==> config.mk <==
export PLATFORM = sky130hd
export DESIGN_NAME = mem_access_ctrl
export DESIGN_NICKNAME = d
export VERILOG_FILES = /design/src/rtl/mem_ctrl_pkg.sv /design/src/rtl/mem_lat_counter.sv /design/src/rtl/mem_access_ctrl.sv
export SDC_FILE = /design/constraint.sdc
export NUM_CORES = 1
export LEC_CHECK = 0
export ABC_CLOCK_PERIOD_IN_PS = 1600
export CORE_MARGIN = 5
export CORE_UTILIZATION = 37
export DETAILED_ROUTE_END_ITERATION = 7
export GPL_TIMING_DRIVEN = 0
export PLACE_DENSITY_LB_ADDON = 0.2
export SETUP_SLACK_MARGIN = 0.2
export SYNTH_ARGS = -nofsm -noshare
export SYNTH_HDL_FRONTEND = slang
export SYNTH_SLANG_ARGS = --single-unit
==> constraint.sdc <==
create_clock -name clk -period 1.6 [get_ports clk]
set_clock_uncertainty 0.1 [all_clocks]
set_input_delay 0.16 -clock clk [delete_from_list [all_inputs] [get_ports clk]]
set_output_delay 0.16 -clock clk [all_outputs]
set_load 0.005 [all_outputs]
==> src/rtl/mem_ctrl_pkg.sv <==
// Shared definitions for the memory access controller: the FSM state
// encoding, data_memory mode constants and the latency counter width.
package mem_ctrl_pkg;

  typedef enum logic [2:0] {
    IDLE     = 3'd0,
    WR_BEAT  = 3'd1,
    RD_ISSUE = 3'd2,
    RD_WAIT  = 3'd3,
    RD_RESP  = 3'd4
  } state_e;

  localparam logic MODE_WRITE = 1'b1;
  localparam logic MODE_READ  = 1'b0;

  // Two bits cover a wait of READ_LAT - 1 = 0..3 cycles.
  localparam int LAT_CNT_W = 2;

  // Value loaded into the latency counter when a read address is issued.
  function automatic logic [LAT_CNT_W-1:0] lat_load_value(input int read_lat);
    return LAT_CNT_W'(read_lat - 1);
  endfunction

endpackage

==> src/rtl/mem_lat_counter.sv <==
// Loadable down-counter that times the wait between presenting a read
// address and the memory data being valid. Stops at zero.
module mem_lat_counter
  import mem_ctrl_pkg::*;
#(
  parameter int CNT_W = LAT_CNT_W
) (
  input  logic             clk,
  input  logic             rst,
  input  logic             load,
  input  logic [CNT_W-1:0] load_val,
  input  logic             dec,
  output logic             zero
);

  logic [CNT_W-1:0] count_d;
  logic [CNT_W-1:0] count_q;

  // Load has priority over decrement; decrement never goes below zero.
  always_comb begin
    count_d = count_q;
    if (load) begin
      count_d = load_val;
    end else if (dec && (count_q != '0)) begin
      count_d = count_q - 1'b1;
    end
  end

  // Counter register, cleared by the asynchronous active-low reset.
  always_ff @(posedge clk or negedge rst) begin
    if (!rst) begin
      count_q <= '0;
    end else begin
      count_q <= count_d;
    end
  end

  assign zero = (count_q == '0);

endmodule

==> src/rtl/mem_access_ctrl.sv <==
// Burst controller in front of a single-port data_memory. Accepts 1..4 beat
// read or write bursts, streams write beats straight into the memory and
// returns read beats one at a time through a valid/ready response port.
module mem_access_ctrl
  import mem_ctrl_pkg::*;
#(
  parameter int DATA_W   = 8,
  parameter int ADDR_W   = 8,
  parameter int READ_LAT = 1
) (
  input  logic              clk,
  input  logic              rst,
  input  logic              req_valid,
  output logic              req_ready,
  input  logic              req_write,
  input  logic [ADDR_W-1:0] req_addr,
  input  logic [1:0]        req_len,
  input  logic [DATA_W-1:0] wr_data,
  input  logic              wr_valid,
  output logic              wr_ready,
  output logic [DATA_W-1:0] rsp_data,
  output logic              rsp_valid,
  input  logic              rsp_ready,
  output logic              busy,
  output logic [ADDR_W-1:0] mem_address,
  output logic [DATA_W-1:0] mem_data_in,
  output logic              mem_rd_wrt_mode,
  input  logic [DATA_W-1:0] mem_data_out
);

  state_e            state_d, state_q;
  logic [ADDR_W-1:0] cur_addr_d, cur_addr_q;
  logic [1:0]        beats_left_d, beats_left_q;
  logic [DATA_W-1:0] rsp_data_d, rsp_data_q;
  logic              lat_load;
  logic              lat_dec;
  logic              lat_zero;

  mem_lat_counter #(
    .CNT_W (LAT_CNT_W)
  ) u_lat_counter (
    .clk      (clk),
    .rst      (rst),
    .load     (lat_load),
    .load_val (lat_load_value(READ_LAT)),
    .dec      (lat_dec),
    .zero     (lat_zero)
  );

  // Next-state logic: burst bookkeeping, address stepping and read capture.
  always_comb begin
    state_d      = state_q;
    cur_addr_d   = cur_addr_q;
    beats_left_d = beats_left_q;
    rsp_data_d   = rsp_data_q;
    lat_load     = 1'b0;
    lat_dec      = 1'b0;
    unique case (state_q)
      IDLE: begin
        if (req_valid) begin
          cur_addr_d   = req_addr;
          beats_left_d = req_len;
          state_d      = req_write ? WR_BEAT : RD_ISSUE;
        end
      end
      WR_BEAT: begin
        if (wr_valid) begin
          cur_addr_d = cur_addr_q + 1'b1;
          if (beats_left_q == 2'd0) begin
            state_d = IDLE;
          end else begin
            beats_left_d = beats_left_q - 1'b1;
          end
        end
      end
      RD_ISSUE: begin
        lat_load = 1'b1;
        state_d  = RD_WAIT;
      end
      RD_WAIT: begin
        if (lat_zero) begin
          rsp_data_d = mem_data_out;
          state_d    = RD_RESP;
        end else begin
          lat_dec = 1'b1;
        end
      end
      RD_RESP: begin
        if (rsp_ready) begin
          cur_addr_d = cur_addr_q + 1'b1;
          if (beats_left_q == 2'd0) begin
            state_d = IDLE;
          end else begin
            beats_left_d = beats_left_q - 1'b1;
            state_d      = RD_ISSUE;
          end
        end
      end
      default: begin
        state_d = IDLE;
      end
    endcase
  end

  // State registers; reset drops any burst in flight and returns to IDLE.
  always_ff @(posedge clk or negedge rst) begin
    if (!rst) begin
      state_q      <= IDLE;
      cur_addr_q   <= '0;
      beats_left_q <= '0;
      rsp_data_q   <= '0;
    end else begin
      state_q      <= state_d;
      cur_addr_q   <= cur_addr_d;
      beats_left_q <= beats_left_d;
      rsp_data_q   <= rsp_data_d;
    end
  end

  // Write strobe follows wr_valid only while a write beat is expected, so a
  // reset or any other state can never issue a memory write.
  assign req_ready       = (state_q == IDLE);
  assign busy            = (state_q != IDLE);
  assign wr_ready        = (state_q == WR_BEAT);
  assign mem_rd_wrt_mode = ((state_q == WR_BEAT) && wr_valid) ? MODE_WRITE : MODE_READ;
  assign mem_data_in     = (state_q == WR_BEAT) ? wr_data : '0;
  assign mem_address     = cur_addr_q;
  assign rsp_valid       = (state_q == RD_RESP);
  assign rsp_data        = rsp_data_q;

endmodule

* Word-level counts from Yosys, hierarchy flattened
Index checks and enable logic that the tools add are counted.
W data, S select, Z words.
** Operators by class
- Reduce and logical (&&, ||, !) cells :: 12
- Multiplexer cells :: 24
- Eq/ne operators :: 9
- Add/sub/neg operators :: 3
** Operators by type and width (number)
- $mux W8 :: 4
- $pmux W8 S3 :: 1
- $mux W2 :: 8
- $mux W3 :: 5
- $pmux W3 S5 :: 1
- $add A8 B1 Y8 const B :: 1
- $eq A3 B2 Y1 const B :: 2
- $ne A2 B2 Y1 const B :: 3
- $pmux W2 S3 :: 1
- $reduce_bool A3 Y1 :: 2
- $reduce_and A5 Y1 :: 1
- $logic_not A2 Y1 :: 2
- $mux W1 :: 4
- $ne A2 B1 Y1 const B :: 2
- $reduce_and A4 Y1 :: 1
- $reduce_bool A2 Y1 :: 2
- $sub A2 B1 Y2 const B :: 2
- $eq A3 B1 Y1 const B :: 1
- $eq A3 B3 Y1 const B :: 1
- $logic_not A3 Y1 :: 1
- $logic_and A1 B1 Y1 :: 2
- $reduce_and A2 Y1 :: 1
** Word-level totals
- Output and inout port bits :: 29
- Input bits :: 32
- Flip-flop bits (word level) :: 23
- Word-level logic and storage cells :: 53

* Logic depth before layout (Yosys ltp)
- Depth in word-level cells :: 6
- Depth in mapped cells :: 6
- Mapped depth without buffers :: 5

* Hierarchy
Synthesis repeated with hierarchy kept, for this count alone.
** Unflattened totals
- Cells, all modules :: 135
- Area total of the unflattened synthesis :: 1456.4 sq um
** By module, submodules not included
- mem_access_ctrl :: seq. area each 525.5 sq um, area an instance 1323.8 sq um, instances 1, cells each 122
- mem_lat_counter :: seq. area each 50.0 sq um, area an instance 132.6 sq um, instances 1, cells each 13

* Least setup slack after synthesis
OpenSTA, ideal clock, no wires.
- Path kind :: register -> register
- Start :: register u_lat_counter.count_q[0]
- End :: register rsp_data_q[0], in the netlist rsp_data[0]
- Cell stages (with the launch flop) :: 6
- Arrival :: 1360 ps
- Data required time :: 1375 ps
- Path buffers :: 1
- Period minus slack after synthesis :: 1585 ps
- Slack :: 15 ps
- Library setup time :: 125 ps
- Path through :: dfrtp_1 > inv_1 > ha_1 > clkbuf_1 > nand4b_2 > mux2_2
** On the way
- Word-level cells in the longest chain between the ends :: 2
** RTL lines
- from (decl) :: RTL line mem_lat_counter.sv:17 : logic [CNT_W-1:0] count_q;
- from (signal assigned) :: RTL line mem_lat_counter.sv:34 : count_q <= count_d;
- $logic_not A2 Y1 :: RTL line mem_lat_counter.sv:38 : assign zero = (count_q == '0);
- $reduce_and A2 Y1 (no source line)
- to (signal assigned) :: RTL line mem_access_ctrl.sv:116 : rsp_data_q <= rsp_data_d;
- to (decl) :: RTL line mem_access_ctrl.sv:34 : logic [DATA_W-1:0] rsp_data_d, rsp_data_q;
Every way passes these cells.
A chain may end at the register's enable or synchronous reset.

* Worst setup path after layout
- Start :: register state_q[1]
- End :: output mem_data_in[4]
** On the way
- Word-level cells in the longest chain between the ends :: 2
** RTL lines
- from (decl) :: RTL line mem_access_ctrl.sv:31 : state_e state_d, state_q;
- from (signal assigned) :: RTL line mem_access_ctrl.sv:113 : state_q <= state_d;
- $eq A3 B1 Y1 :: RTL line mem_access_ctrl.sv:126 : assign mem_data_in = (state_q == WR_BEAT) ? wr_data : '0;
- $mux W8 :: RTL line mem_access_ctrl.sv:126
- to (decl) :: RTL line mem_access_ctrl.sv:26 : output logic [DATA_W-1:0] mem_data_in,
Every way passes these cells.

==> results.sh <==
export IMPL_worst_ir_drop_vdd_v=0.000915
export IMPL_tritoncts="done"
export IMPL_timing_final_setup_violations=21
export IMPL_global_route_usage_total_pct=18.4
export IMPL_drt_first_iter_violations=136
export IMPL_synth_edff_count=0
export IMPL_post_place_ws_ns=-0.477
export IMPL_clkPwrFrac_pct=6.6
export IMPL_grt_setup_unrepaired="true"
export IMPL_cells_along_the_critical_path="buf_8 -> nor3b_4 -> buf_4 -> buf_6 -> and2_4 -> buf_6"
export IMPL_cts_sink_count=23
export IMPL_worst_hold_slack_ns=0.108
export IMPL_fp_coreArea_sq_um=3610
export IMPL_synth_most_common_cell="sky130_fd_sc_hd__dfrtp_1"
export IMPL_yosysSeqAreaShare_pct=42.2
export IMPL_placement_io_buffers=60
export IMPL_synth_warnings=0
export IMPL_viasPerCell=5.52
export IMPL_ant_nets=0
export IMPL_syn_num_nets=166
export IMPL_period_share_pct=108
export IMPL_gp_congestion=0.915
export IMPL_grt_pass1_vias=1635
export IMPL_switchingPower_uw=2180
export IMPL_fp_dieArea_sq_um=5000
export IMPL_flow_area_growth_from_synthesis_pct=94.5
export IMPL_dr_pass1_iters=4
export IMPL_netlist_cell_type_count=40
export IMPL_worst_setup_hold_path_clk_slew_ns=0.09
export IMPL_final_max_slew_violation_count=0
export IMPL_max_slew_worst_pin_slew_ns=1.09
export IMPL_grt_antenna_before_repair=0
export IMPL_drv_max_cap_violation_count=0
export IMPL_violations="negative setup slack"
export IMPL_intPower_uw=3420
export IMPL_cpMostUsedCell="sky130_fd_sc_hd__buf_6"
export IMPL_initial_core_util_pct=37.8
export IMPL_final_hold_viol_count=0
export IMPL_power_leakage_uw=0.00126
export IMPL_netlist_top_cells_area="sky130_fd_sc_hd__dfrtp_1, sky130_fd_sc_hd__mux2_2, sky130_fd_sc_hd__a2bb2oi_1, sky130_fd_sc_hd__mux2i_1, sky130_fd_sc_hd__and2_1"
export IMPL_crit_path_max_incr_delay_ns=0.41
export IMPL_number_of_buffers_inserted_during_clock_tree_synthesis=3
export IMPL_synth_top_cells_by_count="sky130_fd_sc_hd__dfrtp_1, sky130_fd_sc_hd__and2_1, sky130_fd_sc_hd__inv_1, sky130_fd_sc_hd__nand2_1, sky130_fd_sc_hd__mux2_2"
export IMPL_cts_root_buffer_cell="sky130_fd_sc_hd__clkbuf_8"
export IMPL_cts_htree_levels=1
export IMPL_yosys_area_top_type="sky130_fd_sc_hd__dfrtp_1"
export IMPL_clk_insertion_delay_late_ns=0.27
export IMPL_layout_min_cycle_time_ns=1.73
export IMPL_per_instance_average_area_after_synthesis_sq_um=10.4
export IMPL_cts_hold_buffers_added=0
export IMPL_die_h_um=70.7
export IMPL_cp_data_required_time_ns=1.34
export IMPL_fmax_mhz=577
export IMPL_power_density_nw_per_um2=2120
export IMPL_drive_gt1_share_pct=45.2
export IMPL_mappedNetlistArea_sq_um=1360
export IMPL_slew_headroom_pct=27.7
export IMPL_num_nets_final=266
export IMPL_grt_first_pass_wirelength_mm=7.56
export IMPL_route_final_wire_length_mm=4.85
export IMPL_status="finished with violations"
export IMPL_synthCells=131
export IMPL_startpoint_type="flip-flop"
export IMPL_wl_per_cell_um=17.4
export IMPL_combPwrFrac_pct=74.7
export IMPL_cpMaxStageDelayCell="sky130_fd_sc_hd__dfrtp_1"
export IMPL_worstSetupEndpointType="output port"
export IMPL_critical_path_arrival_ns=1.47
export IMPL_hpwl_mm=2.81
export IMPL_postSynth_topFlopCell="sky130_fd_sc_hd__dfrtp_1"
export IMPL_nFillCells=254
export IMPL_post_route_drc_count=0
export IMPL_layout_setup_ws_ns=-0.132
export IMPL_synth_top_cell_area_share_pct=42.2
export IMPL_rows=22
export IMPL_postSynth_asyncResetShare_pct=100
export IMPL_antennaDiodeCount=0
export IMPL_die_width_um=70.7
export IMPL_design_portCount=61
export IMPL_grt_remaining_overflow=0
export IMPL_swShare_pct=38.9
export IMPL_ys_seq_elements=23
export IMPL_holdCritPathClass="primary input to asynchronous set/reset pin"
export IMPL_worst_path_max_fanout=5
export IMPL_seqPwrFrac_pct=18.7
export IMPL_criticalPathCategory="flip-flop to output port"
export IMPL_cts_path_max_buffers=2
export IMPL_dr_total_vias=1535
export IMPL_maximum_number_of_pins_on_one_net_before_global_route_repair=24
-- path summary, 6_finish.rpt --
kind	endpoint	cells past startpoint	startpoint	slack, ns
worst max register to register	mem_address[4]	6	state_q[2]	-0.11
max in group asynchronous	mem_address[2]	1	rst	0.57
worst min register to register	rsp_data[0]	1	rsp_data[0]	0.41
min in group clk	rsp_data[5]	2	mem_data_out[5]	0.40
worst max-delay path	mem_data_in[4]	6	state_q[1]	-0.13
worst min-delay path	mem_address[7]	1	rst	0.11
-- per-stage QoR --
step / std cells / TNS (ns) / cell area, sq um / power [uW] / util [%]
after CTS: 275 / -0.953 / 2500 / 5110 / 69.3
after global placement: 239 / -4.15 / 2050 / 3580 / 57.0
after detailed placement: 239 / -6.24 / 2050 / 3650 / 57.0
final: 278 / -1.55 / 2650 / 5610 / 73.5
after floorplan: 131 / 0 / 1390 / 2540 / -
after global routing: 278 / -3.16 / 2650 / 5940 / 73.5
-- timing repair --
action / CTS / global route
setup buffers: 29 / 3
endpoints found under the setup margin: 42 / 43
resized for setup: 110 / 35
cloned: 3 / 0
pin swaps: 22 / 7
-- state kept, by name, summed over array words and instances (netlist names) --
| register | cells |
|---|---|
| beats_left_q | 2 |
| mem_address | 8 |
| rsp_data | 8 |
| state_q | 3 |
| u_lat_counter.count_q | 2 |
-- cell type report --
class                           instances  area (sq um)  area share (%)
Multi-Input combinational cell         96           990            37.3
Timing Repair Buffer                   92           863            32.6
Sequential cell                        23           577            21.8
Buffer                                  6          81.3            3.07
Tap cell                               48          60.1            2.27
Clock buffer                            4          45.0            1.70
Inverter                                9          33.8            1.27
-- layer usage --
metal	global-route usage (%)	part of all wire, %	wire length, um	vias to the layer above
li1	-	-	-	689
met1	22.4	40	1940	743
met2	31.3	50	2410	88
met3	4.55	8.1	393	15
met4	7.10	2.1	102	0
met5	0	0	0	-
-- logic make-up (layout without fill, tap and decap cells) --
family	count (synthesis)	count (layout)	synth area share, %
simple gates	40	43	17.1
compound gates	35	35	20.5
flops	23	23	42.2
buf+inv	15	111	5.23
mux	14	14	11.0
fa+ha+maj	3	3	2.76
xor+xnor	1	1	1.19
-- cell usage in the layout (no fill, tap or decap), drive strengths merged, types with 2 or more instances in the layout --
master / instances
a211oi: 5
a21oi: 3
a22o: 2
a2bb2oi: 7
a31oi: 2
and2: 9
buf: 49
clkbuf: 6
clkdlybuf4s50: 31
dfrtp: 23
dlygate4sd2: 10
dlymetal6s2s: 6
ha: 3
inv: 9
mux2: 8
mux2i: 6
nand2: 9
nand3: 4
nand3b: 2
nand4b: 2
nor2: 6
nor3: 6
nor3b: 2
o21ai: 4
o2bb2ai: 4
-- critical path, delay by kind of cell (launching register included) --
family | cells | cell delay [ns]
simple gates | 2 | 0.35
buf+inv | 4 | 0.44
flops | 1 | 0.41
-- power groups by stage --
stage / clock network [uW] / registers [uW] / logic (uW)
2_1_floorplan: 0 / 1060 / 1480
4_1_cts: 376 / 1030 / 3700
3_3_place_gp: 0 / 1060 / 2520
5_1_grt: 411 / 1080 / 4450
6_report: 371 / 1050 / 4190
3_5_place_dp: 0 / 1080 / 2580
No activity file was read; power rests on OpenSTA's default activity.
